## src/rtl/tile_rgb_averager_pkg.sv

```systemverilog
// Shared types and constants for the tile RGB averager.
package tile_rgb_averager_pkg;

   typedef enum logic [2:0] {
      S_IDLE,
      S_WAIT_SOF,
      S_ACCUM,
      S_DRAIN,
      S_DIVIDE,
      S_DONE
   } state_t;

   localparam int GRID      = 4;
   localparam int NUM_TILES = 16;

   localparam int R_MSB = 23;
   localparam int G_MSB = 15;
   localparam int B_MSB = 7;

   // A tile holds (1<<tile_log2)^2 pixels of 8 bits, so the sum needs 2*tile_log2 extra bits.
   function automatic int sum_width(input int tile_log2);
      return 8 + 2 * tile_log2;
   endfunction

endpackage

```

## src/rtl/tile_rgb_averager_if.sv

```systemverilog
// Pixel stream from the camera front end.
interface tile_rgb_averager_if #(
   parameter int COORD_W = 12
);
   logic               valid;
   logic [COORD_W-1:0] x;
   logic [COORD_W-1:0] y;
   logic [7:0]         r;
   logic [7:0]         g;
   logic [7:0]         b;

   modport master (output valid, x, y, r, g, b);
   modport slave  (input  valid, x, y, r, g, b);
endinterface

```

## src/rtl/tile_rgb_averager_roi_tile_locator.sv

```systemverilog
// Maps a pixel coordinate onto the 4x4 tile grid inside the ROI.
module roi_tile_locator
   import tile_rgb_averager_pkg::*;
#(
   parameter int ROI_X0    = 160,
   parameter int ROI_Y0    = 80,
   parameter int TILE_LOG2 = 6,
   parameter int COORD_W   = 12
) (
   input  logic [COORD_W-1:0] x,
   input  logic [COORD_W-1:0] y,
   output logic               in_roi,
   output logic [3:0]         tile,
   output logic               last_pixel
);

   localparam int ROI_EDGE = GRID << TILE_LOG2;
   localparam logic [COORD_W-1:0] X_LO = COORD_W'(ROI_X0);
   localparam logic [COORD_W-1:0] X_HI = COORD_W'(ROI_X0 + ROI_EDGE - 1);
   localparam logic [COORD_W-1:0] Y_LO = COORD_W'(ROI_Y0);
   localparam logic [COORD_W-1:0] Y_HI = COORD_W'(ROI_Y0 + ROI_EDGE - 1);

   logic       in_x;
   logic       in_y;
   logic [1:0] col;
   logic [1:0] row;

   // Range check first; offsets are only formed for in-ROI pixels so they never wrap.
   always_comb begin
      in_x       = (x >= X_LO) && (x <= X_HI);
      in_y       = (y >= Y_LO) && (y <= Y_HI);
      in_roi     = in_x && in_y;
      col        = 2'd0;
      row        = 2'd0;
      if (in_roi) begin
         col = 2'((x - X_LO) >> TILE_LOG2);
         row = 2'((y - Y_LO) >> TILE_LOG2);
      end
      tile       = {row, col};
      last_pixel = (x == X_HI) && (y == Y_HI);
   end

endmodule

```

## src/rtl/tile_rgb_averager.sv

```systemverilog
// Captures one frame on request and produces per-tile mean colours for the sorter.
//
// state      | meaning
// S_IDLE     | waiting for i_capture; sums cleared on acceptance
// S_WAIT_SOF | waiting for pixel (0,0) of the next frame
// S_ACCUM    | pixels flowing into the tile sums; early SOF restarts
// S_DRAIN    | last ROI pixel's add lands
// S_DIVIDE   | sums shifted down into o_block*
// S_DONE     | launches the start pulse; o_start/o_busy update on the next edge
module tile_rgb_averager
   import tile_rgb_averager_pkg::*;
#(
   parameter int ROI_X0    = 160,
   parameter int ROI_Y0    = 80,
   parameter int TILE_LOG2 = 6,
   parameter int COORD_W   = 12
) (
   input  logic                i_clk,
   input  logic                i_rst,
   input  logic                i_capture,
   tile_rgb_averager_if.slave  pix,
   output logic [23:0]         o_block0,  o_block1,  o_block2,  o_block3,
   output logic [23:0]         o_block4,  o_block5,  o_block6,  o_block7,
   output logic [23:0]         o_block8,  o_block9,  o_block10, o_block11,
   output logic [23:0]         o_block12, o_block13, o_block14, o_block15,
   output logic                o_start,
   output logic                o_busy
);

   localparam int SUM_W  = sum_width(TILE_LOG2);
   localparam int DIV_SH = 2 * TILE_LOG2;

   state_t     state, next_state;
   logic       clear_sums, accept, sof;
   logic       loc_in_roi, loc_last;
   logic [3:0] loc_tile;

   logic       s1_valid, s1_in_roi;
   logic [3:0] s1_tile;
   logic [7:0] s1_r, s1_g, s1_b;

   logic [SUM_W-1:0] sum_r [NUM_TILES];
   logic [SUM_W-1:0] sum_g [NUM_TILES];
   logic [SUM_W-1:0] sum_b [NUM_TILES];
   logic [23:0]      block [NUM_TILES];

   roi_tile_locator #(
      .ROI_X0    (ROI_X0),
      .ROI_Y0    (ROI_Y0),
      .TILE_LOG2 (TILE_LOG2),
      .COORD_W   (COORD_W)
   ) u_locator (
      .x          (pix.x),
      .y          (pix.y),
      .in_roi     (loc_in_roi),
      .tile       (loc_tile),
      .last_pixel (loc_last)
   );

   assign sof = pix.valid && (pix.x == '0) && (pix.y == '0);

   // State register.
   always_ff @(posedge i_clk) begin
      if (i_rst) state <= S_IDLE;
      else       state <= next_state;
   end

   // Next-state decode, sum clearing and pixel acceptance.
   always_comb begin
      next_state = state;
      clear_sums = 1'b0;
      accept     = 1'b0;
      case (state)
         S_IDLE: begin
            if (i_capture) begin
               next_state = S_WAIT_SOF;
               clear_sums = 1'b1;
            end
         end
         S_WAIT_SOF: begin
            if (sof) begin
               next_state = S_ACCUM;
               accept     = 1'b1;
            end
         end
         S_ACCUM: begin
            accept = 1'b1;
            if (pix.valid && loc_last) next_state = S_DRAIN;
            else if (sof)              clear_sums = 1'b1;
         end
         S_DRAIN:  next_state = S_DIVIDE;
         S_DIVIDE: next_state = S_DONE;
         S_DONE:   next_state = S_IDLE;
         default:  next_state = S_IDLE;
      endcase
   end

   // Stage 1: register the qualified pixel and its tile location.
   always_ff @(posedge i_clk) begin
      if (i_rst) begin
         s1_valid  <= 1'b0;
         s1_in_roi <= 1'b0;
         s1_tile   <= 4'd0;
         s1_r      <= 8'd0;
         s1_g      <= 8'd0;
         s1_b      <= 8'd0;
      end else begin
         s1_valid  <= accept && pix.valid;
         s1_in_roi <= loc_in_roi;
         s1_tile   <= loc_tile;
         s1_r      <= pix.r;
         s1_g      <= pix.g;
         s1_b      <= pix.b;
      end
   end

   // Stage 2: accumulate into the tile sums; a clear drops any pixel of the abandoned frame.
   always_ff @(posedge i_clk) begin
      if (i_rst || clear_sums) begin
         for (int k = 0; k < NUM_TILES; k++) begin
            sum_r[k] <= '0;
            sum_g[k] <= '0;
            sum_b[k] <= '0;
         end
      end else if (s1_valid && s1_in_roi) begin
         sum_r[s1_tile] <= sum_r[s1_tile] + SUM_W'(s1_r);
         sum_g[s1_tile] <= sum_g[s1_tile] + SUM_W'(s1_g);
         sum_b[s1_tile] <= sum_b[s1_tile] + SUM_W'(s1_b);
      end
   end

   // Tile means, held until the next divide.
   always_ff @(posedge i_clk) begin
      if (i_rst) begin
         for (int k = 0; k < NUM_TILES; k++) block[k] <= 24'd0;
      end else if (state == S_DIVIDE) begin
         for (int k = 0; k < NUM_TILES; k++) begin
            block[k][R_MSB -: 8] <= 8'(sum_r[k] >> DIV_SH);
            block[k][G_MSB -: 8] <= 8'(sum_g[k] >> DIV_SH);
            block[k][B_MSB -: 8] <= 8'(sum_b[k] >> DIV_SH);
         end
      end
   end

   // Start pulse lands in the cycle busy drops.
   always_ff @(posedge i_clk) begin
      if (i_rst) o_start <= 1'b0;
      else       o_start <= (state == S_DONE);
   end

   assign o_busy = (state != S_IDLE);

   assign o_block0  = block[0];
   assign o_block1  = block[1];
   assign o_block2  = block[2];
   assign o_block3  = block[3];
   assign o_block4  = block[4];
   assign o_block5  = block[5];
   assign o_block6  = block[6];
   assign o_block7  = block[7];
   assign o_block8  = block[8];
   assign o_block9  = block[9];
   assign o_block10 = block[10];
   assign o_block11 = block[11];
   assign o_block12 = block[12];
   assign o_block13 = block[13];
   assign o_block14 = block[14];
   assign o_block15 = block[15];

endmodule

```

## src/flat_wrapper.sv

```systemverilog
// flat-port wrapper written by rule: the top's interface ports become plain ports
module tile_rgb_averager_flat import tile_rgb_averager_pkg::*;
#(
   parameter int ROI_X0    = 160,
   parameter int ROI_Y0    = 80,
   parameter int TILE_LOG2 = 6,
   parameter int COORD_W   = 12
)
  (i_clk, i_rst, i_capture, o_block0, o_block1, o_block2, o_block3, o_block4, o_block5, o_block6, o_block7, o_block8, o_block9, o_block10, o_block11, o_block12, o_block13, o_block14, o_block15, o_start, o_busy, pix_valid, pix_x, pix_y, pix_r, pix_g, pix_b);
  tile_rgb_averager_if #(.COORD_W(COORD_W)) pix_i ();
  input  logic i_clk;
  input  logic i_rst;
  input  logic i_capture;
  output logic [23:0] o_block0;
  output logic [23:0] o_block1;
  output logic [23:0] o_block2;
  output logic [23:0] o_block3;
  output logic [23:0] o_block4;
  output logic [23:0] o_block5;
  output logic [23:0] o_block6;
  output logic [23:0] o_block7;
  output logic [23:0] o_block8;
  output logic [23:0] o_block9;
  output logic [23:0] o_block10;
  output logic [23:0] o_block11;
  output logic [23:0] o_block12;
  output logic [23:0] o_block13;
  output logic [23:0] o_block14;
  output logic [23:0] o_block15;
  output logic o_start;
  output logic o_busy;
  input wire logic [$bits(pix_i.valid)-1:0] pix_valid;
  input wire logic [$bits(pix_i.x)-1:0] pix_x;
  input wire logic [$bits(pix_i.y)-1:0] pix_y;
  input wire logic [$bits(pix_i.r)-1:0] pix_r;
  input wire logic [$bits(pix_i.g)-1:0] pix_g;
  input wire logic [$bits(pix_i.b)-1:0] pix_b;
  assign pix_i.valid = pix_valid;
  assign pix_i.x = pix_x;
  assign pix_i.y = pix_y;
  assign pix_i.r = pix_r;
  assign pix_i.g = pix_g;
  assign pix_i.b = pix_b;
  tile_rgb_averager #(.ROI_X0(ROI_X0), .ROI_Y0(ROI_Y0), .TILE_LOG2(TILE_LOG2), .COORD_W(COORD_W)) u_core (.i_clk(i_clk), .i_rst(i_rst), .i_capture(i_capture), .pix(pix_i), .o_block0(o_block0), .o_block1(o_block1), .o_block2(o_block2), .o_block3(o_block3), .o_block4(o_block4), .o_block5(o_block5), .o_block6(o_block6), .o_block7(o_block7), .o_block8(o_block8), .o_block9(o_block9), .o_block10(o_block10), .o_block11(o_block11), .o_block12(o_block12), .o_block13(o_block13), .o_block14(o_block14), .o_block15(o_block15), .o_start(o_start), .o_busy(o_busy));
endmodule
```

## config.mk

```make
export PLATFORM = sky130hd
export DESIGN_NAME = tile_rgb_averager_flat
export DESIGN_NICKNAME = d
export VERILOG_FILES = /design/src/rtl/tile_rgb_averager_pkg.sv /design/src/rtl/tile_rgb_averager_if.sv /design/src/rtl/tile_rgb_averager_roi_tile_locator.sv /design/src/rtl/tile_rgb_averager.sv /design/src/flat_wrapper.sv
export SDC_FILE = /design/constraint.sdc
export NUM_CORES = 2
export LEC_CHECK = 0
export ABC_AREA = 1
export ABC_CLOCK_PERIOD_IN_PS = 24300
export BUFFER_PORTS_ARGS = -buffer_cell sky130_fd_sc_hd__buf_4
export CAP_MARGIN = 20
export CORE_MARGIN = 1.5
export CORE_UTILIZATION = 45
export CTS_CLUSTER_DIAMETER = 30
export DETAILED_ROUTE_END_ITERATION = 10
export PLACE_DENSITY = 0.66
export SLEW_MARGIN = 20
export SYNTH_ARGS = -nofsm -noshare
export SYNTH_HDL_FRONTEND = slang
export SYNTH_SLANG_ARGS = --single-unit
export TNS_END_PERCENT = 50
```

## constraint.sdc

```tcl
create_clock -name i_clk -period 24.3 [get_ports i_clk]
set_input_delay 2.43 -clock i_clk [delete_from_list [all_inputs] [get_ports i_clk]]
set_output_delay 2.43 -clock i_clk [all_outputs]
set_load 0.03 [all_outputs]
```

==> results.tsv <==
stage	metric	value	unit
synthesis	yosys.area.top_type	edfxtp_1	
global_route	antenna_found_initial	4	
die	start_util	0.456	
timing	fmax	132	MHz
synthesis	synth_area	59200	um2
synthesis	ys_seq_elements	1378	
placement	dp_hpwl	109	mm
global_route	track_usage	0.278	
timing	finalCriticalPeriod	7.58	ns
cells_and_area	mostFrequentLayoutCells	nor2_1 (1440), edfxtp_1 (1344), nand2_1 (1059)	
worst_setup_path	path_max_fanout	51	
synthesis	synth_warnings	0	
clock_network	clk_pin_slew	0.05	ns
synthesis	synthCells	5495	
power_and_ir_drop	p_per_area	96.4	nW/um2
power_and_ir_drop	p_leak	29.7	nW
timing	finalCritPeriodShare	0.312	
die	fp-row-count	132	
global_route	grt_max_degree	90	
routing	drc	0	
worst_setup_path	cp.arrival	8.17	ns
die	core-area	130000	um2
clock_network	clock-root-buffer	clkbuf_16	
worst_setup_path	end_kind	register	
clock_network	h-tree-depth	5	
die	die-width	366	um
power_and_ir_drop	peakVddDrop	0.0574	mV
cells_and_area	fillers	10500	
routing	wirelength	191	mm
global_route	grt_pass1_wl	275	mm
worst_setup_path	required	24.88	ns
synthesis	syn_area_per_cell	10.8	um2
timing	setup_violations	0	
routing	drt_iter0_drc	5900	
cells_and_area	final_common_cell	nor2_1	
synthesis	ys_types	42	
synthesis	yosysSeqAreaShare	0.693	
routing	first_pass_iters	6	
clock_network	clk_latency	0.90	ns
timing	setup_tns	0	ns
power_and_ir_drop	p_total	0.00711	W
clock_network	cts_tree	built	
cells_and_area	drive_gt1_frac	0.182	
worst_setup_path	rr_startpoint	u_core.s1_tile[1]	
clock_network	postCtsHoldBufs	0	
timing	finClkSkew	0.0762	ns
clock_network	clock_path_buffers	4	
timing	slew_headroom	0.180	
placement	io_buffer_count	437	
die	dieArea	134000	um2
routing	via_per_inst	5.52	
synthesis	syn_nets	5575	
clock_network	clock_sinks	1378	
cells_and_area	syn_to_final_growth	24.5	%
die	num_io_pins	438	
worst_setup_path	critPathLaunchType	register	
global_route	overflow	0	
timing	worstMarginPinSlew	1.23	ns
clock_network	ctsResizeCount	0	
cells_and_area	layout.nets	6033	
clock_network	post_cts_buffers	0	
synthesis	synth_area_leaders	edfxtp_1 (68%), nor2_1 (9.1%), nand2_1 (6.8%)	
timing	finalMaxSlewViolations	0	
die	die_height	366	um
synthesis	synth_top_area_frac	0.681	
timing	hold-worst-slack	0.519	ns
clock_network	cts_made_buffers	294	
flow_run	cap_violations	0	
cells_and_area	antennaDiodeCount	0	
timing	rsz0062_at_grt	false	
placement	gp_congestion	0.895	
worst_hold_path	min_path_type	register to register	
worst_setup_path	worstSetupPathType	register to register	
routing	final_antenna_net_count	0	
status	status	complete, no violations	
routing	wire_per_inst	24.1	um
routing	vias	43700	
global_route	first_global_vias	42900	
worst_hold_path	hp-start	u_core.sum_b[12][19]	
worst_setup_path	critical_path.startpoint	u_core.s1_tile[1]	
timing	hold_viol	0	
[cells by family after synthesis]
family	after synthesis	synth area share
XOR/XNOR	40	0.00826
adder cells (fa/ha/maj)	28	0.00630
flip-flops	1378	0.693
AND/OR/NAND/NOR	2700	0.178
AO/OA/AOI/OAI	472	0.0521
buffers and inverters	877	0.0620
[registers in the layout, summed over array words and instances (netlist names)]
register,count
u_core.s1_tile,4
u_core.o_start,1
u_core.state,3
u_core.sum_r,320
u_core.s1_r,8
u_core.sum_g,320
u_core.s1_g,8
u_core.s1_b,8
u_core.sum_b,320
u_core.s1_in_roi,1
u_core.block,384
u_core.s1_valid,1
[report_power, final]
group / internal [W] / leakage (nW) / switching, W
registers: 0.00274 / 14.7 / 0.0000495
logic: 0.0000871 / 10.4 / 0.000285
clock network: 0.00266 / 4.69 / 0.00129
total: 0.00549 / 29.7 / 0.00162
[worst max-delay path, cell delays in order (launching register included)]
cell	delay [ns]
dfxtp_2	0.30
buf_4	0.25
clkinv_2	0.70
nor2_8	0.84
buf_4	0.68
buf_4	0.62
a22oi_1	0.14
nand2_1	0.10
a2111o_1	0.14
ha_1	0.17
inv_1	0.07
fa_1	0.44
nand3b_1	0.18
nand2_1	0.13
nand3_1	0.08
and2_1	0.17
o21ai_0	0.57
nand2_1	0.24
nor2_4	0.26
nand2_2	0.09
xor2_2	0.88
nor2_1	0.10
[routing by layer]
metal	vias to the layer above	global-route usage	wire length (um)	share of wire
met3	513	0.0496	20000	0.10
met1	21100	0.352	69200	0.36
met4	0	0.149	10300	0.054
met5	-	0	0	0
li1	19100	-	-	-
met2	2968	0.456	91200	0.48
[synth_stat cells, drive strengths merged]
cell and n:
nor2 1470, edfxtp 1344, nand2 1109, inv 527
clkbuf 206, a22oi 192, buf 144, a21oi 119
o21ai 89, nand4 55, nand3 54, dfxtp 34
xor2 28, ha 25, a21boi 24, a2111o 23
o22ai 17, xnor2 12, nor3 6, fa 3
nor4 3, and2 2, o211ai 2, o31ai 2
a211oi 1, a31oi 1, nand3b 1, o21a 1
o221ai 1
[area by class of cell]
type,count,area [um2],area share
Multi-Input combinational cell,3240,14800,0.201
Inverter,527,1980,0.0269
Clock inverter,188,2180,0.0295
Sequential cell,1378,41000,0.557
Clock buffer,327,7630,0.103
Tap cell,1742,2180,0.0296
Timing Repair Buffer,512,3850,0.0522
[path summary, 6_finish.rpt]
check	cells after the start	endpoint	slack [ns]
setup / recovery	21	u_core.sum_b[8][14]	16.72
hold / removal	2	u_core.block[1][103]	0.52
setup reg to reg	21	u_core.sum_b[8][14]	16.72
hold reg to reg	2	u_core.block[1][103]	0.52
[through the flow]
stage           util  setup slack (ns)  instance area (um2)  cells
6_report       0.567             16.72                73700   7914
5_1_grt        0.567             16.34                73700   7914
4_1_cts        0.566             17.03                73600   7914
3_5_place_dp   0.491             17.09                63800   7399
3_3_place_gp   0.490             17.21                63800   7399
2_1_floorplan      -             12.77                59200   5495
No activity file was read; power rests on OpenSTA's default activity.
